[src/rtl/text_line_render_pkg.sv]
// Shared constants, types and elaboration helpers for the hex text-line renderer.
package text_pkg;

   localparam int FONT_W = 8;
   localparam int FONT_H = 8;

   typedef logic [3:0] glyph_code_t;

   function automatic int clog2_f(input int value);
      int r;
      r = 0;
      for (int i = 0; i < 31; i++) begin
         if ((32'sd1 <<< i) < value) r = i + 1;
      end
      return r;
   endfunction

   function automatic bit scale_legal(input int s);
      return (s == 1) || (s == 2) || (s == 4) || (s == 8);
   endfunction

endpackage

[src/rtl/text_line_render_if.sv]
// Video-side bus of the text-line renderer; TEXT_BLINK_EN adds the per-char blink mask.
interface text_line_render_if #(
   parameter int N_CHARS = 8
);
   logic                   valid;
   logic                   frame_start;
   logic [9:0]             x;
   logic [9:0]             y;
   logic [4*N_CHARS-1:0]   line;
`ifdef TEXT_BLINK_EN
   logic [N_CHARS-1:0]     blink_mask;
`endif
   logic                   pix;
   logic                   pix_valid;

`ifdef TEXT_BLINK_EN
   modport master (output valid, frame_start, x, y, line, blink_mask, input pix, pix_valid);
   modport slave  (input valid, frame_start, x, y, line, blink_mask, output pix, pix_valid);
`else
   modport master (output valid, frame_start, x, y, line, input pix, pix_valid);
   modport slave  (input valid, frame_start, x, y, line, output pix, pix_valid);
`endif
endinterface

[src/rtl/text_line_render_hex_font_rom.sv]
// 8x8 hex-digit font (0-9, A-F); one registered row read per cycle, bit 7 is the leftmost column.
module hex_font_rom
   import text_pkg::*;
(
   input  logic        clk,
   input  logic        rst_n,
   input  logic        en,
   input  glyph_code_t code,
   input  logic [2:0]  row,
   output logic [7:0]  row_bits
);

   localparam logic [63:0] GLYPHS [16] = '{
      64'h3C666E7666663C00, 64'h183818181818_7E00, 64'h3C66060C30607E00, 64'h3C66061C06663C00,
      64'h0C1C3C6C7E0C0C00, 64'h7E607C0606663C00, 64'h3C607C6666663C00, 64'h7E060C1830303000,
      64'h3C66663C66663C00, 64'h3C66663E060C3800, 64'h183C66667E666600, 64'h7C66667C66667C00,
      64'h3C66606060663C00, 64'h786C6666666C7800, 64'h7E60607C60607E00, 64'h7E60607C60606000
   };

   logic [63:0] glyph_s;

   assign glyph_s = GLYPHS[code];

   // Row 0 sits in the top byte of each packed glyph.
   always_ff @(posedge clk or negedge rst_n) begin
      if (!rst_n) begin
         row_bits <= 8'h00;
      end else if (en) begin
         row_bits <= glyph_s[{~row, 3'b111} -: 8];
      end else begin
         row_bits <= row_bits;
      end
   end

endmodule

[src/rtl/text_line_render.sv]
// Renders a shadowed line of hex digits into a rectangular area of the raster, 3-cycle latency.
// Optional build macro TEXT_BLINK_EN adds per-character blinking driven by a frame counter.
module text_line_render
   import text_pkg::*;
#(
   parameter int N_CHARS = 8,
   parameter int X0      = 16,
   parameter int Y0      = 300,
   parameter int SCALE   = 1,
   parameter int GAP     = 0
)(
   input logic               clk,
   input logic               rst,
   text_line_render_if.slave bus
);

   localparam int CELL_W     = FONT_W + GAP;
   localparam int X_END      = X0 + N_CHARS * CELL_W * SCALE;
   localparam int Y_END      = Y0 + FONT_H * SCALE;
   localparam int LOG2_SCALE = clog2_f(SCALE);
   localparam int SUB_W      = clog2_f(SCALE + 1);
   localparam int COL_W      = clog2_f(CELL_W + 1);
   localparam int CHR_W      = clog2_f(N_CHARS + 1);

   generate
      if (!scale_legal(SCALE)) begin : g_bad_scale
         $error("text_line_render: SCALE must be 1, 2, 4 or 8");
      end
      if ((GAP < 0) || (GAP > 7)) begin : g_bad_gap
         $error("text_line_render: GAP must be within 0..7");
      end
   endgenerate

   logic [1:0]             rst_sync_r;
   logic                   rst_n_s;
   logic [4*N_CHARS-1:0]   shadow_line_r;
   logic [SUB_W-1:0]       sub_cnt_r, cur_sub_s, nxt_sub_s;
   logic [COL_W-1:0]       col_cnt_r, cur_col_s, nxt_col_s;
   logic [CHR_W-1:0]       chr_cnt_r, cur_chr_s, nxt_chr_s;
   logic                   in_x_s, in_y_s, at_x0_s, blank_s, show_s;
   logic [9:0]             y_off_s;
   logic [2:0]             row_s;
   glyph_code_t            code_s;
   logic                   s1_valid_r, s1_show_r;
   glyph_code_t            s1_code_r;
   logic [2:0]             s1_row_r, s1_col_r;
   logic                   s2_valid_r, s2_show_r;
   logic [2:0]             s2_col_r;
   logic [7:0]             font_bits_s;
   logic                   pix_r, pix_valid_r;

   // Reset asserts asynchronously but is released only on a clock edge.
   always_ff @(posedge clk or negedge rst) begin
      if (!rst) begin
         rst_sync_r <= 2'b00;
      end else begin
         rst_sync_r <= {rst_sync_r[0], 1'b1};
      end
   end

   assign rst_n_s = rst_sync_r[1];

`ifdef TEXT_BLINK_EN
   logic [N_CHARS-1:0] shadow_mask_r;
   logic [5:0]         blink_cnt_r;

   // Blink mask is shadowed with the text; frame counter bit 5 gives 32 frames on / 32 off.
   always_ff @(posedge clk or negedge rst_n_s) begin
      if (!rst_n_s) begin
         shadow_mask_r <= '0;
         blink_cnt_r   <= 6'd0;
      end else if (bus.frame_start) begin
         shadow_mask_r <= bus.blink_mask;
         blink_cnt_r   <= blink_cnt_r + 6'd1;
      end else begin
         shadow_mask_r <= shadow_mask_r;
         blink_cnt_r   <= blink_cnt_r;
      end
   end

   assign blank_s = shadow_mask_r[cur_chr_s] & blink_cnt_r[5];
`else
   assign blank_s = 1'b0;
`endif

   // Text shadow: rendering never sees the live line input, so a frame cannot tear.
   always_ff @(posedge clk or negedge rst_n_s) begin
      if (!rst_n_s) begin
         shadow_line_r <= '0;
      end else if (bus.frame_start) begin
         shadow_line_r <= bus.line;
      end else begin
         shadow_line_r <= shadow_line_r;
      end
   end

   // Area decode, effective position (forced to zero at X0) and the following position.
   always_comb begin
      in_x_s    = ({1'b0, bus.x} >= 11'(X0)) && ({1'b0, bus.x} < 11'(X_END));
      in_y_s    = ({1'b0, bus.y} >= 11'(Y0)) && ({1'b0, bus.y} < 11'(Y_END));
      at_x0_s   = (bus.x == 10'(X0));
      y_off_s   = bus.y - 10'(Y0);
      row_s     = 3'(y_off_s >> LOG2_SCALE);
      cur_sub_s = sub_cnt_r;
      cur_col_s = col_cnt_r;
      cur_chr_s = chr_cnt_r;
      if (at_x0_s) begin
         cur_sub_s = '0;
         cur_col_s = '0;
         cur_chr_s = '0;
      end else begin
         cur_sub_s = sub_cnt_r;
         cur_col_s = col_cnt_r;
         cur_chr_s = chr_cnt_r;
      end
      nxt_sub_s = cur_sub_s;
      nxt_col_s = cur_col_s;
      nxt_chr_s = cur_chr_s;
      if (cur_sub_s == SUB_W'(SCALE - 1)) begin
         nxt_sub_s = '0;
         if (cur_col_s == COL_W'(CELL_W - 1)) begin
            nxt_col_s = '0;
            if (cur_chr_s == CHR_W'(N_CHARS - 1)) begin
               nxt_chr_s = '0;
            end else begin
               nxt_chr_s = cur_chr_s + CHR_W'(1);
            end
         end else begin
            nxt_col_s = cur_col_s + COL_W'(1);
         end
      end else begin
         nxt_sub_s = cur_sub_s + SUB_W'(1);
      end
      code_s = shadow_line_r[{cur_chr_s, 2'b00} +: 4];
      show_s = bus.valid && in_x_s && in_y_s && (cur_col_s < COL_W'(FONT_W)) && !blank_s;
   end

   // Position counters step only on valid in-area pixels and hold otherwise.
   always_ff @(posedge clk or negedge rst_n_s) begin
      if (!rst_n_s) begin
         sub_cnt_r <= '0;
         col_cnt_r <= '0;
         chr_cnt_r <= '0;
      end else if (bus.valid && in_x_s) begin
         sub_cnt_r <= nxt_sub_s;
         col_cnt_r <= nxt_col_s;
         chr_cnt_r <= nxt_chr_s;
      end else begin
         sub_cnt_r <= sub_cnt_r;
         col_cnt_r <= col_cnt_r;
         chr_cnt_r <= chr_cnt_r;
      end
   end

   // S1 captures the decoded pixel; S2 is the ROM read plus its side-band.
   always_ff @(posedge clk or negedge rst_n_s) begin
      if (!rst_n_s) begin
         s1_valid_r <= 1'b0;
         s1_show_r  <= 1'b0;
         s1_code_r  <= 4'h0;
         s1_row_r   <= 3'd0;
         s1_col_r   <= 3'd0;
         s2_valid_r <= 1'b0;
         s2_show_r  <= 1'b0;
         s2_col_r   <= 3'd0;
      end else begin
         s1_valid_r <= bus.valid;
         s1_show_r  <= show_s;
         s1_code_r  <= code_s;
         s1_row_r   <= row_s;
         s1_col_r   <= cur_col_s[2:0];
         s2_valid_r <= s1_valid_r;
         s2_show_r  <= s1_show_r;
         s2_col_r   <= s1_col_r;
      end
   end

   hex_font_rom u_font (
      .clk      (clk),
      .rst_n    (rst_n_s),
      .en       (1'b1),
      .code     (s1_code_r),
      .row      (s1_row_r),
      .row_bits (font_bits_s)
   );

   // S3 selects the glyph bit; pix is forced low whenever its strobe is low.
   always_ff @(posedge clk or negedge rst_n_s) begin
      if (!rst_n_s) begin
         pix_r       <= 1'b0;
         pix_valid_r <= 1'b0;
      end else begin
         pix_r       <= s2_valid_r & s2_show_r & font_bits_s[3'd7 - s2_col_r];
         pix_valid_r <= s2_valid_r;
      end
   end

   assign bus.pix       = pix_r;
   assign bus.pix_valid = pix_valid_r;

endmodule
[src/flat_wrapper.sv]
// flat-port wrapper written by rule: the top's interface ports become plain ports
module text_line_render_flat import text_pkg::*;
#(
   parameter int N_CHARS = 8,
   parameter int X0      = 16,
   parameter int Y0      = 300,
   parameter int SCALE   = 1,
   parameter int GAP     = 0
)
  (clk, rst, bus_valid, bus_frame_start, bus_x, bus_y, bus_line, bus_pix, bus_pix_valid);
  text_line_render_if #(.N_CHARS(N_CHARS)) bus_i ();
  input logic clk;
  input logic rst;
  input wire logic [$bits(bus_i.valid)-1:0] bus_valid;
  input wire logic [$bits(bus_i.frame_start)-1:0] bus_frame_start;
  input wire logic [$bits(bus_i.x)-1:0] bus_x;
  input wire logic [$bits(bus_i.y)-1:0] bus_y;
  input wire logic [$bits(bus_i.line)-1:0] bus_line;
  output wire logic [$bits(bus_i.pix)-1:0] bus_pix;
  output wire logic [$bits(bus_i.pix_valid)-1:0] bus_pix_valid;
  assign bus_i.valid = bus_valid;
  assign bus_i.frame_start = bus_frame_start;
  assign bus_i.x = bus_x;
  assign bus_i.y = bus_y;
  assign bus_i.line = bus_line;
  assign bus_pix = bus_i.pix;
  assign bus_pix_valid = bus_i.pix_valid;
  text_line_render #(.N_CHARS(N_CHARS), .X0(X0), .Y0(Y0), .SCALE(SCALE), .GAP(GAP)) u_core (.clk(clk), .rst(rst), .bus(bus_i));
endmodule
[config.mk]
export PLATFORM = sky130hd
export DESIGN_NAME = text_line_render_flat
export DESIGN_NICKNAME = d
export VERILOG_FILES = /design/src/rtl/text_line_render_pkg.sv /design/src/rtl/text_line_render_if.sv /design/src/rtl/text_line_render_hex_font_rom.sv /design/src/rtl/text_line_render.sv /design/src/flat_wrapper.sv
export SDC_FILE = /design/constraint.sdc
export NUM_CORES = 1
export LEC_CHECK = 0
export ABC_AREA = 1
export BUFFER_PORTS_ARGS = -buffer_cell sky130_fd_sc_hd__buf_2
export CAP_MARGIN = 20
export CORE_MARGIN = 2
export CORE_UTILIZATION = 57
export CTS_CLUSTER_DIAMETER = 50
export DETAILED_ROUTE_END_ITERATION = 12
export HOLD_SLACK_MARGIN = 0.12
export PLACE_DENSITY = 0.77
export RECOVER_POWER = 50
export SKIP_LAST_GASP = 1
export SYNTH_ARGS = -nofsm -noshare
export SYNTH_HDL_FRONTEND = slang
export SYNTH_SLANG_ARGS = --single-unit
[constraint.sdc]
create_clock -name clk -period 2.6 [get_ports clk]
set_input_delay 0.52 -clock clk [delete_from_list [all_inputs] [get_ports clk]]
set_output_delay 0.52 -clock clk [all_outputs]
set_load 0.05 [all_outputs]
==> tab_implementation.tex, run 1 <==
\begin{tabular}{lr}
\hline
Metric & Value \\
\hline
\multicolumn{2}{l}{\textbf{Run status}} \\
\quad Run status & completed \\
\multicolumn{2}{l}{\textbf{Global routing}} \\
\quad Pin count of the biggest net entering global routing & a little under 50 \\
\quad Via count of the first global-routing pass & about 3100 \\
\quad Number of antenna violations at the first check in global routing & 0 \\
\quad Wire length of the first global-routing pass & 14120 um \\
\quad Overall global routing resource usage & $\sim$24\% \\
\quad Remaining global-route overflow & 0 \\
\multicolumn{2}{l}{\textbf{Timing}} \\
\quad Tcrit/Tclk final & between 80\% and 90\% \\
\quad Number of failing hold endpoints at the final stage & 0 \\
\quad Endpoints failing setup & 0 \\
\quad Number of max-slew violations in the final report & 0 \\
\quad Upper clock frequency limit & 468.3 MHz \\
\quad Setup Skew & approximately 8.7 ps \\
\quad RSZ-0062 raised after global routing & no \\
\quad Worst slew margin relative to its limit & $\sim$25\% \\
\quad Final-layout setup total negative slack & 0 ps \\
\quad Slew at the pin with the worst max-slew slack & roughly 1100 ps \\
\quad Final critical-path required period & 2135 ps \\
\multicolumn{2}{l}{\textbf{Critical path}} \\
\quad Worst setup EP type & register \\
\quad Critical Path Fanout Max & 12 \\
\quad Startpoint of the most critical register-to-register path & u\_core.s1\_code\_r[1]\$\_DFF\_PN0\_ \\
\quad Required @ worst endpoint & roughly 2900 ps \\
\quad Cell family with most CP delay & simple AND/OR/NAND/NOR gates \\
\quad Worst-path cell chain & inv\_1 > ha\_1 > nand2\_1 > nand2\_1 > nor2\_1 > o21ai\_1 > nand2\_1 > nand2\_1 > nand3\_1 > o21ai\_1 > inv\_1 \\
\quad Worst path buffer plus inverter count & 2 \\
\quad Arrival time worst endpoint & 2380 ps \\
\quad Critical path start-end classification & reg2reg \\
\quad Beginning of the critical path & u\_core.s1\_code\_r[1]\$\_DFF\_PN0\_ \\
\quad Delay contributed by the slowest stage of the critical path & $\sim$570 ps \\
\quad Slowest stage cell on the critical path & sky130\_fd\_sc\_hd\_\_dfrtp\_1 \\
\quad Startpoint Class & register \\
\quad Library cell appearing most often on the critical path & sky130\_fd\_sc\_hd\_\_nand2\_1 \\
\multicolumn{2}{l}{\textbf{Routing}} \\
\quad First-pass detailed-route iteration total & 5 \\
\quad Wire length on met2 & about 3900 um \\
\quad Max layer used & met4 \\
\quad Met1 routed wirelength after detailed routing & 3493 um \\
\quad Routed wl met3 & 442 um \\
\quad Number of nets with antenna violations after routing & 0 \\
\quad Count of routing violations after the opening detailed-route iteration & around 240 \\
\quad Aggregate routed wire length & 8133 um \\
\quad DRC viols & 0 \\
\quad Routed len/inst & 13.65 um \\
\quad Via-per-instance ratio & 5.529 \\
\quad Overall via count from detail\_route & about 3300 \\
\multicolumn{2}{l}{\textbf{Floorplanning}} \\
\quad Effective utilization at floorplan & approximately three fifths \\
\quad Die footprint & between 7000 and 8000 um\^{}2 \\
\quad Die height & $\sim$85 um \\
\quad Core area & between 6000 and 7000 um\^{}2 \\
\quad Width of the die & between 80 and 90 um \\
\quad Row Count & 29 \\
\quad IO Pins & 58 \\
\multicolumn{2}{l}{\textbf{Logic synthesis}} \\
\quad Syn Inst Count & $\sim$460 \\
\quad Count of unique library cells instantiated by Yosys & 42 \\
\quad Share of async-settable or async-resettable flops after synthesis & between 90\% and 100\% \\
\quad Yosys Warn Count & 0 \\
\quad Commonest register cell after synthesis & sky130\_fd\_sc\_hd\_\_dfrtp\_1 \\
\quad Share of synthesized area occupied by flip-flops and latches & between 40\% and 50\% \\
\quad Nets in the synthesized netlist & 525 \\
\quad Syn Area/Cell & 8.019 um\^{}2 \\
\quad Cell area after synthesis & about 3700 um\^{}2 \\
\quad Number of flops mapped to enable cells by yosys & 0 \\
\quad Number of synthesized register bits & 67 \\
\multicolumn{2}{l}{\textbf{Place}} \\
\quad Dpl cell area & 4004 um\^{}2 \\
\quad Buffers on Ports & 57 \\
\quad Detailed placement HPWL & a little under 6000 um \\
\quad Routability cong. & between 0.9 and 1 \\
\multicolumn{2}{l}{\textbf{Clocking}} \\
\quad Insertion delay to the later sink of the worst-skew pair & around 350 ps \\
\quad Number of buffers added by the clock tree synthesis step & 9 \\
\quad Post\_cts resized & 0 \\
\quad TritonCTS clock tree & built \\
\quad Cts-stage hold buffer count & 1 \\
\quad Maximum clock insertion buffer count & 2 \\
\quad Number of clock sinks seen by CTS & 67 \\
\quad Cell chosen for the clock root & sky130\_fd\_sc\_hd\_\_clkbuf\_8 \\
\quad CTS H-Tree Depth & 3 \\
\quad Total setup buffers inserted after CTS & 0 \\
\quad Register clock-pin slew on the reported worst setup and hold paths & $\sim$80 ps \\
\multicolumn{2}{l}{\textbf{Power and ir drop}} \\
\quad Total power per unit cell area & $\sim$770 nW/um\^{}2 \\
\quad Leakage power & 2.151 nW \\
\quad VDD IR-drop max & 0.0004706 V \\
\multicolumn{2}{l}{\textbf{Layout}} \\
\quad Layout cells sized above 1 & 21.39\% \\
\quad Area overhead of the layout relative to synthesis & 13.81\% \\
\quad Final Net Count & around 580 \\
\quad Final design area excluding fillers & 4217 um\^{}2 \\
\quad Ant. Diodes & 0 \\
\multicolumn{2}{l}{\textbf{Hold path}} \\
\quad Min-Delay Startpoint & bus\_y[0] \\
\quad Type of the worst min-delay path & in2reg \\
\multicolumn{2}{l}{\textbf{Flow run}} \\
\quad Max-cap violations & 0 \\
\hline
\end{tabular}
cell usage in the layout, fill, tap and decap left out, types with 5 or more instances in the layout:
| master | Yosys | routed |
|---|---|---|
| sky130_fd_sc_hd__nand2_1 | 124 | 124 |
| sky130_fd_sc_hd__dfrtp_1 | 67 | 67 |
| sky130_fd_sc_hd__buf_2 | 8 | 55 |
| sky130_fd_sc_hd__nand3_1 | 43 | 43 |
| sky130_fd_sc_hd__inv_1 | 42 | 42 |
| sky130_fd_sc_hd__o21ai_0 | 35 | 35 |
| sky130_fd_sc_hd__nor2_1 | 30 | 31 |
| sky130_fd_sc_hd__a21oi_1 | 16 | 16 |
| sky130_fd_sc_hd__mux2_2 | 16 | 16 |
| sky130_fd_sc_hd__clkbuf_8 | 0 | 9 |
| sky130_fd_sc_hd__o211ai_1 | 8 | 8 |
| sky130_fd_sc_hd__inv_2 | 7 | 7 |
| sky130_fd_sc_hd__o21ai_1 | 7 | 7 |
| sky130_fd_sc_hd__ha_1 | 7 | 7 |
| sky130_fd_sc_hd__nand4_1 | 6 | 6 |
| sky130_fd_sc_hd__nand2_2 | 5 | 5 |
worst paths after layout:
check,end,slack (ps),depth (start not counted)
max in group asynchronous,u_core.u_font.row_bits[6]$_DFF_PN0_,660,1
max reg2reg,u_core.u_font.row_bits[1]$_DFF_PN0_,460,11
max,u_core.u_font.row_bits[1]$_DFF_PN0_,460,11
min reg2reg,u_core.s2_show_r$_DFF_PN0_,350,0
min,u_core.s1_row_r[0]$_DFF_PN0_,280,1
min in group asynchronous,u_core.s1_row_r[1]$_DFF_PN0_,470,0
state kept, by name, indices dropped and copies added, names as in the netlist, 3 cells and up:
register,flops
u_core.shadow_line_r,32
u_core.chr_cnt_r,4
u_core.s2_col_r,3
u_core.col_cnt_r,4
u_core.u_font.row_bits,6
u_core.s1_code_r,4
u_core.s1_row_r,3
u_core.s1_col_r,3
final cells by class:
type	count	area, um^2
clock buffers	9	123.9
clock inverters	7	100.1
fillers	536	2097
inverters	49	183.9
multi-input cells	327	1730
flip-flops and latches	67	1677
well taps	77	96.34
repair buffers	60	305.3
cell usage after synthesis, types with 2 or more instances:
library cell               number  area share, %
sky130_fd_sc_hd__mux2_2        16            4.9
sky130_fd_sc_hd__nand3_1       43            5.8
sky130_fd_sc_hd__inv_2          7           0.71
sky130_fd_sc_hd__nand3_2        2           0.54
sky130_fd_sc_hd__nand2_1      124             13
sky130_fd_sc_hd__dfrtp_1       67             45
sky130_fd_sc_hd__o22ai_1        2           0.34
sky130_fd_sc_hd__buf_2          8            1.1
sky130_fd_sc_hd__a21oi_1       16            2.2
sky130_fd_sc_hd__nor3_1         2           0.27
sky130_fd_sc_hd__o21ai_1        7           0.95
sky130_fd_sc_hd__ha_1           7            2.4
sky130_fd_sc_hd__nand2_2        5           0.84
sky130_fd_sc_hd__nor2_2         3           0.51
sky130_fd_sc_hd__o211ai_1       8            1.6
sky130_fd_sc_hd__nand2_4        2           0.61
sky130_fd_sc_hd__nand4_1        6            1.0
sky130_fd_sc_hd__nor2_1        30            3.0
sky130_fd_sc_hd__clkbuf_1       6           0.61
sky130_fd_sc_hd__a31oi_1        2           0.34
sky130_fd_sc_hd__xor2_1         2           0.47
sky130_fd_sc_hd__inv_1         42            4.3
sky130_fd_sc_hd__buf_6          2           0.61
sky130_fd_sc_hd__o21ai_0       35            4.7
worst reg2reg max path: cells and delay by family, from the launching register on:
kind / cells / cell delay, ps
AO/OA/AOI/OAI: 2 / 270
adder cells (fa/ha/maj): 1 / 350
buffers and inverters: 2 / 190
flip-flops: 1 / 570
AND/OR/NAND/NOR: 6 / 650
logic make-up (layout without fill, tap and decap cells):
| kind of cell | Yosys count | after routing | synth area share (%) |
|---|---|---|---|
| flops | 67 | 67 | 45.26 |
| other cells | 1 | 1 | 0.1012 |
| xor+xnor | 3 | 3 | 0.7093 |
| compound gates | 75 | 75 | 11.45 |
| simple gates | 224 | 224 | 27.02 |
| fa+ha+maj | 7 | 7 | 2.364 |
| buf+inv | 68 | 125 | 7.970 |
| mux | 17 | 17 | 5.133 |
stage by stage:
step	std cells	hold slack, ps	power (W)	util, %	setup slack [ps]
finish	596	275.5	0.003267	66.79	464.6
global route	596	268.2	0.003468	66.79	275.4
CTS	596	258.7	0.003269	67.12	565.7
detailed placement	579	311.8	0.002282	63.42	381.7
global placement	579	304.8	0.002274	63.42	516.9
floorplan	462	224.4	0.002064	-	596.2
where the power goes:
part	switching [W]	internal [W]
registers	0.000180	0.00120
clock network	0.000430	0.000548
logic	0.000568	0.000339
total	0.00118	0.00209
per-layer routing:
metal  global-route usage (%)  vias up
li1                         -     1613
met5                        0        -
met1                    32.58     1527
met4                    12.27        0
met3                    4.130       32
met2                    38.51      123
No activity file was read; power rests on OpenSTA's default activity.
==> run 2, diff against run 1 <==
- clock period: 2.6 -> 2.03 ns (I/O delays scaled with it)
==> tab_implementation.tex, run 2 (synthesized netlist as in run 1, its figures left out) <==
\begin{tabular}{lr}
\hline
Metric & Value \\
\hline
\multicolumn{2}{l}{\textbf{Layout}} \\
\quad Flip-flop count of the largest register, all copies and words added & 32 \\
\quad Most frequent cells in the layout & sky130\_fd\_sc\_hd\_\_nand2\_1, sky130\_fd\_sc\_hd\_\_dfrtp\_1, sky130\_fd\_sc\_hd\_\_buf\_2 \\
\quad Layout cells sized above 1 & a little under a quarter \\
\quad Register with the most flip-flops & u\_core.shadow\_line\_r \\
\quad Largest registers in the final layout & u\_core.shadow\_line\_r (32), u\_core.u\_font.row\_bits (6) \\
\quad Multi-input combinational cell area & approximately 1700 um\^{}2 \\
\quad Final Net Count & 590 \\
\quad Area overhead of the layout relative to synthesis & 16.55\% \\
\quad Most frequent standard cell in the layout excluding fill and tap cells & sky130\_fd\_sc\_hd\_\_nand2\_1 \\
\quad Final design area excluding fillers & $\sim$4300 um\^{}2 \\
\quad Number of filler cells placed in the layout & 530 \\
\quad Sequential cell area in the final layout & $\sim$1700 um\^{}2 \\
\quad Ant. Diodes & 0 \\
\multicolumn{2}{l}{\textbf{Floorplanning}} \\
\quad Die height & 84.62 um \\
\quad Effective utilization at floorplan & 58.68\% \\
\quad Row Count & 29 \\
\quad Core area & 6314 um\^{}2 \\
\quad IO Pins & a little under 60 \\
\quad Width of the die & 84.62 um \\
\quad Die footprint & between 7000 and 8000 um\^{}2 \\
\multicolumn{2}{l}{\textbf{Hold path}} \\
\quad Worst hold path cell count & 1 \\
\quad Type of the worst min-delay path & in2reg \\
\quad Min-Delay Startpoint & bus\_y[1] \\
\quad Hold Path Sink & u\_core.s1\_row\_r[1]\$\_DFF\_PN0\_ \\
\multicolumn{2}{l}{\textbf{Timing}} \\
\quad Final Worst Setup Slack & roughly 210 ps \\
\quad Setup Skew & 11.32 ps \\
\quad Final-layout setup total negative slack & 0 ps \\
\quad RSZ-0062 raised after global routing & no \\
\quad Worst-case hold slack & roughly 160 ps \\
\quad Number of failing hold endpoints at the final stage & 0 \\
\quad Upper clock frequency limit & about 550 MHz \\
\quad Endpoints failing setup & 0 \\
\quad Tcrit/Tclk final & about nine tenths \\
\quad Number of max-slew violations in the final report & 0 \\
\quad Final critical-path required period & 1816 ps \\
\quad Slew at the pin with the worst max-slew slack & $\sim$1400 ps \\
\quad Worst slew margin relative to its limit & between 8 and 9\% \\
\multicolumn{2}{l}{\textbf{Critical path}} \\
\quad Required @ worst endpoint & roughly 2300 ps \\
\quad Slack of the worst reg-to-reg path & $\sim$210 ps \\
\quad Startpoint of the most critical register-to-register path & u\_core.s1\_code\_r[0]\$\_DFF\_PN0\_ \\
\quad Arrival time worst endpoint & between 2000 and 2500 ps \\
\quad RR Endpoint & u\_core.u\_font.row\_bits[1]\$\_DFF\_PN0\_ \\
\quad Critical Path Fanout Max & 10 \\
\quad Startpoint Class & register \\
\quad Worst setup EP type & register \\
\quad Critical path start-end classification & reg2reg \\
\quad Reg2Reg Depth & 10 \\
\multicolumn{2}{l}{\textbf{Power and ir drop}} \\
\quad Clock Power Share & just under 30\% \\
\quad VDD IR-drop max & around 0.00084 V \\
\quad Power share of the combinational group & around 31\% \\
\quad Leakage power & 2.213 nW \\
\quad Register share of total power & between 30 and 40\% \\
\quad Sw Pwr & 0.001478 W \\
\quad Total power per unit cell area & 978.7 nW/um\^{}2 \\
\quad Switching power share of the total & a little over a third \\
\quad Tot Pwr & $\sim$0.0042 W \\
\quad Internal power & approximately 0.0027 W \\
\multicolumn{2}{l}{\textbf{Routing}} \\
\quad DRC viols & 0 \\
\quad Aggregate routed wire length & about 7900 um \\
\quad Overall via count from detail\_route & 3271 \\
\quad First-pass detailed-route iteration total & 5 \\
\quad Number of nets with antenna violations after routing & 0 \\
\quad Count of routing violations after the opening detailed-route iteration & between 100 and 150 \\
\quad Routed len/inst & 12.97 um \\
\quad Via-per-instance ratio & 5.371 \\
\multicolumn{2}{l}{\textbf{Global routing}} \\
\quad Remaining global-route overflow & 0 \\
\quad Pin count of the biggest net entering global routing & 66 \\
\quad Number of antenna violations at the first check in global routing & 0 \\
\quad Via count of the first global-routing pass & about 3000 \\
\quad Wire length of the first global-routing pass & 13470 um \\
\quad Overall global routing resource usage & 23.49\% \\
\multicolumn{2}{l}{\textbf{Place}} \\
\quad Minimum setup slack after placement & about 16 ps \\
\quad Detailed placement HPWL & 5735 um \\
\quad Routability cong. & 0.9847 \\
\quad Dpl cell area & 4101 um\^{}2 \\
\quad Buffers on Ports & between 50 and 60 \\
\multicolumn{2}{l}{\textbf{Clocking}} \\
\quad Insertion delay to the later sink of the worst-skew pair & approximately 350 ps \\
\quad Number of clock sinks seen by CTS & 67 \\
\quad Number of buffers added by the clock tree synthesis step & 9 \\
\quad Cts-stage hold buffer count & 1 \\
\quad Maximum clock insertion buffer count & 2 \\
\quad TritonCTS clock tree & built \\
\quad Post\_cts resized & 0 \\
\quad Register clock-pin slew on the reported worst setup and hold paths & roughly 80 ps \\
\quad Cell chosen for the clock root & sky130\_fd\_sc\_hd\_\_clkbuf\_8 \\
\quad Total setup buffers inserted after CTS & 0 \\
\quad CTS H-Tree Depth & 3 \\
\multicolumn{2}{l}{\textbf{Flow run}} \\
\quad Max-cap violations & 0 \\
\multicolumn{2}{l}{\textbf{Run status}} \\
\quad Run status & completed \\
\hline
\end{tabular}
-- run 2: worst max-delay path: stages (launching register included) --
cell and delay [ps]:
sky130_fd_sc_hd__dfrtp_1 380, sky130_fd_sc_hd__buf_4 170, sky130_fd_sc_hd__ha_1 270, sky130_fd_sc_hd__o21ai_0 340, sky130_fd_sc_hd__nand2_1 90, sky130_fd_sc_hd__nand2_1 80
sky130_fd_sc_hd__nand2_1 60, sky130_fd_sc_hd__nand2_1 60, sky130_fd_sc_hd__nand3_1 60, sky130_fd_sc_hd__o21ai_1 120, sky130_fd_sc_hd__inv_1 60
-- run 2: final cells by class --
class / count / area share [%]
inverter: 49 / 4.260
clock inverter: 7 / 2.318
multi-input combinational: 327 / 40.13
tap: 77 / 2.231
sequential: 67 / 38.86
clock buffer: 9 / 2.869
timing repair buffer: 73 / 9.331
-- run 2: per-stage QoR --
step	instances	utilization, %
after detailed placement	592	64.96
final	609	68.39
after global placement	592	64.96
after floorplan	462	-
after global routing	609	68.39
after CTS	609	68.67
-- run 2: power by group through the flow --
stage | registers (W) | clock network (W) | logic, W
2_1_floorplan | 0.00168 | 0 | 0.000962
3_3_place_gp | 0.00169 | 0 | 0.00130
3_5_place_dp | 0.00170 | 0 | 0.00130
4_1_cts | 0.00167 | 0.00126 | 0.00131
5_1_grt | 0.00170 | 0.00132 | 0.00149
6_report | 0.00167 | 0.00124 | 0.00132
-- run 2: worst max-delay path by stage --
stage	cells past startpoint	endpoint	start	slack, ps
floorplan	0	u_core.bus.pix$_DFF_PN0_	u_core.rst_sync_r[1]$_DFF_PN0_	30
finish	10	u_core.u_font.row_bits[1]$_DFF_PN0_	u_core.s1_code_r[0]$_DFF_PN0_	210
global route	10	u_core.u_font.row_bits[1]$_DFF_PN0_	u_core.s1_code_r[0]$_DFF_PN0_	110
CTS	10	u_core.u_font.row_bits[1]$_DFF_PN0_	u_core.s1_code_r[0]$_DFF_PN0_	240
detailed placement	14	u_core.chr_cnt_r[1]$_DFFE_PN0P_	bus_x[5]	20
global placement	14	u_core.chr_cnt_r[1]$_DFFE_PN0P_	bus_x[8]	130
-- run 2: routing by layer --
metal	wire length, um	share of wire, %	global-route usage, %
met1	3425	43	31.54
met2	3834	49	36.22
met3	387	4.9	6.096
met4	252	3.2	10.10
met5	0	0	0
==> run 3, diff against run 2 <==
- CORE_MARGIN: 2 -> 3
==> tab_implementation.tex, run 3 (synthesized netlist as in run 1, its figures left out) <==
\begin{tabular}{lr}
\hline
Metric & Value \\
\hline
\multicolumn{2}{l}{\textbf{Routing}} \\
\quad DRC viols & 0 \\
\quad Via-per-instance ratio & $\sim$5.3 \\
\quad Number of nets with antenna violations after routing & 0 \\
\quad First-pass detailed-route iteration total & 5 \\
\quad Aggregate routed wire length & between 8000 and 9000 um \\
\quad Overall via count from detail\_route & $\sim$3200 \\
\quad Routed len/inst & approximately 13 um \\
\quad Count of routing violations after the opening detailed-route iteration & between 200 and 250 \\
\multicolumn{2}{l}{\textbf{Floorplanning}} \\
\quad Width of the die & between 80 and 90 um \\
\quad Die height & between 80 and 90 um \\
\quad Core area & between 6000 and 7000 um\^{}2 \\
\quad Die footprint & between 7000 and 8000 um\^{}2 \\
\quad IO Pins & 58 \\
\quad Effective utilization at floorplan & 60.78\% \\
\quad Row Count & 28 \\
\multicolumn{2}{l}{\textbf{Layout}} \\
\quad Area overhead of the layout relative to synthesis & 16.38\% \\
\quad Largest registers in the final layout & u\_core.shadow\_line\_r (32), u\_core.u\_font.row\_bits (6) \\
\quad Ant. Diodes & 0 \\
\quad Cell Count, Final, Fillers Out & 608 \\
\quad Number of filler cells placed in the layout & just under 500 \\
\quad Flip-flop count of the largest register, all copies and words added & 32 \\
\quad Final Net Count & 591 \\
\quad Most frequent cells in the layout & sky130\_fd\_sc\_hd\_\_nand2\_1, sky130\_fd\_sc\_hd\_\_dfrtp\_1, sky130\_fd\_sc\_hd\_\_buf\_2 \\
\quad Layout cells sized above 1 & between 20\% and 30\% \\
\quad Register with the most flip-flops & u\_core.shadow\_line\_r \\
\quad Most frequent standard cell in the layout excluding fill and tap cells & sky130\_fd\_sc\_hd\_\_nand2\_1 \\
\multicolumn{2}{l}{\textbf{Clocking}} \\
\quad Total setup buffers inserted after CTS & 0 \\
\quad Maximum clock insertion buffer count & 2 \\
\quad Cell chosen for the clock root & sky130\_fd\_sc\_hd\_\_clkbuf\_8 \\
\quad Insertion delay to the later sink of the worst-skew pair & roughly 340 ps \\
\quad TritonCTS clock tree & built \\
\quad Register clock-pin slew on the reported worst setup and hold paths & $\sim$70 ps \\
\quad Post\_cts resized & 0 \\
\quad Number of clock sinks seen by CTS & 67 \\
\quad CTS H-Tree Depth & 3 \\
\quad Cts-stage hold buffer count & 2 \\
\quad Number of buffers added by the clock tree synthesis step & 9 \\
\multicolumn{2}{l}{\textbf{Critical path}} \\
\quad Slowest stage cell on the critical path & sky130\_fd\_sc\_hd\_\_dfrtp\_1 \\
\quad Required @ worst endpoint & between 2000 and 2500 ps \\
\quad Startpoint of the most critical register-to-register path & u\_core.s1\_code\_r[0]\$\_DFF\_PN0\_ \\
\quad Arrival time worst endpoint & around 2000 ps \\
\quad Startpoint Class & register \\
\quad Worst-path cell chain & inv\_1 > ha\_1 > nor2\_2 > nand2\_1 > and3\_1 > nand3\_1 > nand3\_1 > o21ai\_1 > inv\_1 \\
\quad Critical path start-end classification & reg2reg \\
\quad Critical Path Fanout Max & 4 \\
\quad Worst setup EP type & register \\
\quad Reg2Reg Depth & 9 \\
\quad Beginning of the critical path & u\_core.s1\_code\_r[0]\$\_DFF\_PN0\_ \\
\quad Slack of the worst reg-to-reg path & 240 ps \\
\quad Critical Path End & u\_core.u\_font.row\_bits[1]\$\_DFF\_PN0\_ \\
\quad Delay contributed by the slowest stage of the critical path & about 410 ps \\
\quad RR Endpoint & u\_core.u\_font.row\_bits[1]\$\_DFF\_PN0\_ \\
\multicolumn{2}{l}{\textbf{Run status}} \\
\quad Run status & completed \\
\multicolumn{2}{l}{\textbf{Timing}} \\
\quad Number of failing hold endpoints at the final stage & 0 \\
\quad Upper clock frequency limit & roughly 560 MHz \\
\quad Worst slew margin relative to its limit & 3.097\% \\
\quad Final critical-path required period & roughly 1800 ps \\
\quad Slew at the pin with the worst max-slew slack & 1454 ps \\
\quad Setup Skew & between 7 and 8 ps \\
\quad Final-layout setup total negative slack & 0 ps \\
\quad Endpoints failing setup & 0 \\
\quad Tcrit/Tclk final & between 80\% and 90\% \\
\quad RSZ-0062 raised after global routing & no \\
\quad Number of max-slew violations in the final report & 0 \\
\multicolumn{2}{l}{\textbf{Global routing}} \\
\quad Via count of the first global-routing pass & 3129 \\
\quad Remaining global-route overflow & 0 \\
\quad Wire length of the first global-routing pass & between 10000 and 15000 um \\
\quad Pin count of the biggest net entering global routing & 62 \\
\quad Overall global routing resource usage & 23.38\% \\
\quad Number of antenna violations at the first check in global routing & 0 \\
\multicolumn{2}{l}{\textbf{Flow run}} \\
\quad Max-cap violations & 0 \\
\multicolumn{2}{l}{\textbf{Power and ir drop}} \\
\quad Leakage power & 2.207 nW \\
\quad Total power per unit cell area & approximately 960 nW/um\^{}2 \\
\quad VDD IR-drop max & about 0.00067 V \\
\multicolumn{2}{l}{\textbf{Place}} \\
\quad Buffers on Ports & 57 \\
\quad Detailed placement HPWL & 5910 um \\
\quad Placed cell count & 590 \\
\quad Routability cong. & 0.9362 \\
\multicolumn{2}{l}{\textbf{Hold path}} \\
\quad Type of the worst min-delay path & in2reg \\
\hline
\end{tabular}
==> run 3: changes by cell type in the layout (fill, tap and decap cells not counted) <==
cell,before,now
sky130_fd_sc_hd__bufinv_16,2,1
sky130_fd_sc_hd__clkinvlp_4,0,1
sky130_fd_sc_hd__clkbuf_8,9,11
sky130_fd_sc_hd__clkbuf_2,0,1
sky130_fd_sc_hd__buf_2,56,54
sky130_fd_sc_hd__dlygate4sd3_1,1,2
sky130_fd_sc_hd__clkbuf_1,2,3
sky130_fd_sc_hd__clkinv_4,3,1
==> run 3: worst max-delay path, delay by kind of cell, from the launching register on <==
family	cells	cell delay (ps)
fa+ha+maj	1	330
simple gates	5	640
flops	1	410
compound gates	1	150
buf+inv	2	150
==> run 3: cell type report <==
class                   instances  area [um^2]  share of cell area [%]
multi-input cells             327         1733                   40.19
flip-flops and latches         67         1678                   38.91
repair buffers                 74        411.6                   9.547
inverters                      49        183.9                   4.266
clock buffers                  11        151.4                   3.511
well taps                      75        93.84                   2.176
clock inverters                 5        60.06                   1.393
==> run 3: per-stage QoR <==
step                hold WS (ps)  power (W)  setup slack [ps]  util [%]  cell area (um^2)
CTS                        161.7   0.004153             253.4     71.04              4330
finish                     174.5   0.004134             238.4     70.73              4312
global route               160.7   0.004421             119.7     70.73              4312
detailed placement         84.46   0.002992             61.20     67.24              4099
floorplan                  110.4   0.002643             26.19         -              3705
global placement           79.41   0.002985             134.5     67.24              4099
==> run 3: where the power goes <==
| group | switching (W) | internal, W | total, W |
|---|---|---|---|
| Combinational | 0.000821 | 0.000498 | 0.00132 |
| Clock | 0.000508 | 0.000638 | 0.00115 |
| Sequential | 0.000125 | 0.00154 | 0.00167 |
| Total | 0.00145 | 0.00268 | 0.00413 |
==> run 3: worst min-delay path by stage <==
stage | depth (start not counted) | slack (ps) | from | to
2_1_floorplan | 0 | 110 | rst | u_core.rst_sync_r[0]$_DFF_PN0_
3_3_place_gp | 0 | 80 | u_core.rst_sync_r[1]$_DFF_PN0_ | u_core.s1_row_r[0]$_DFF_PN0_
3_5_place_dp | 0 | 80 | u_core.rst_sync_r[1]$_DFF_PN0_ | u_core.shadow_line_r[27]$_DFFE_PN0P_
4_1_cts | 1 | 160 | bus_y[0] | u_core.s1_row_r[0]$_DFF_PN0_
5_1_grt | 1 | 160 | bus_y[1] | u_core.s1_row_r[1]$_DFF_PN0_
6_report | 1 | 170 | bus_y[0] | u_core.s1_row_r[0]$_DFF_PN0_
==> run 3: layer usage <==
layer  wire, um  vias up  share of wire (%)  track usage (%)
met5          0        -                  0                0
li1           -     1642                  -                -
met1       3501     1471                 43            30.69
met4         87        0                1.1            8.640
met2       4045      122                 50            37.69
met3        506       12                6.2            5.703
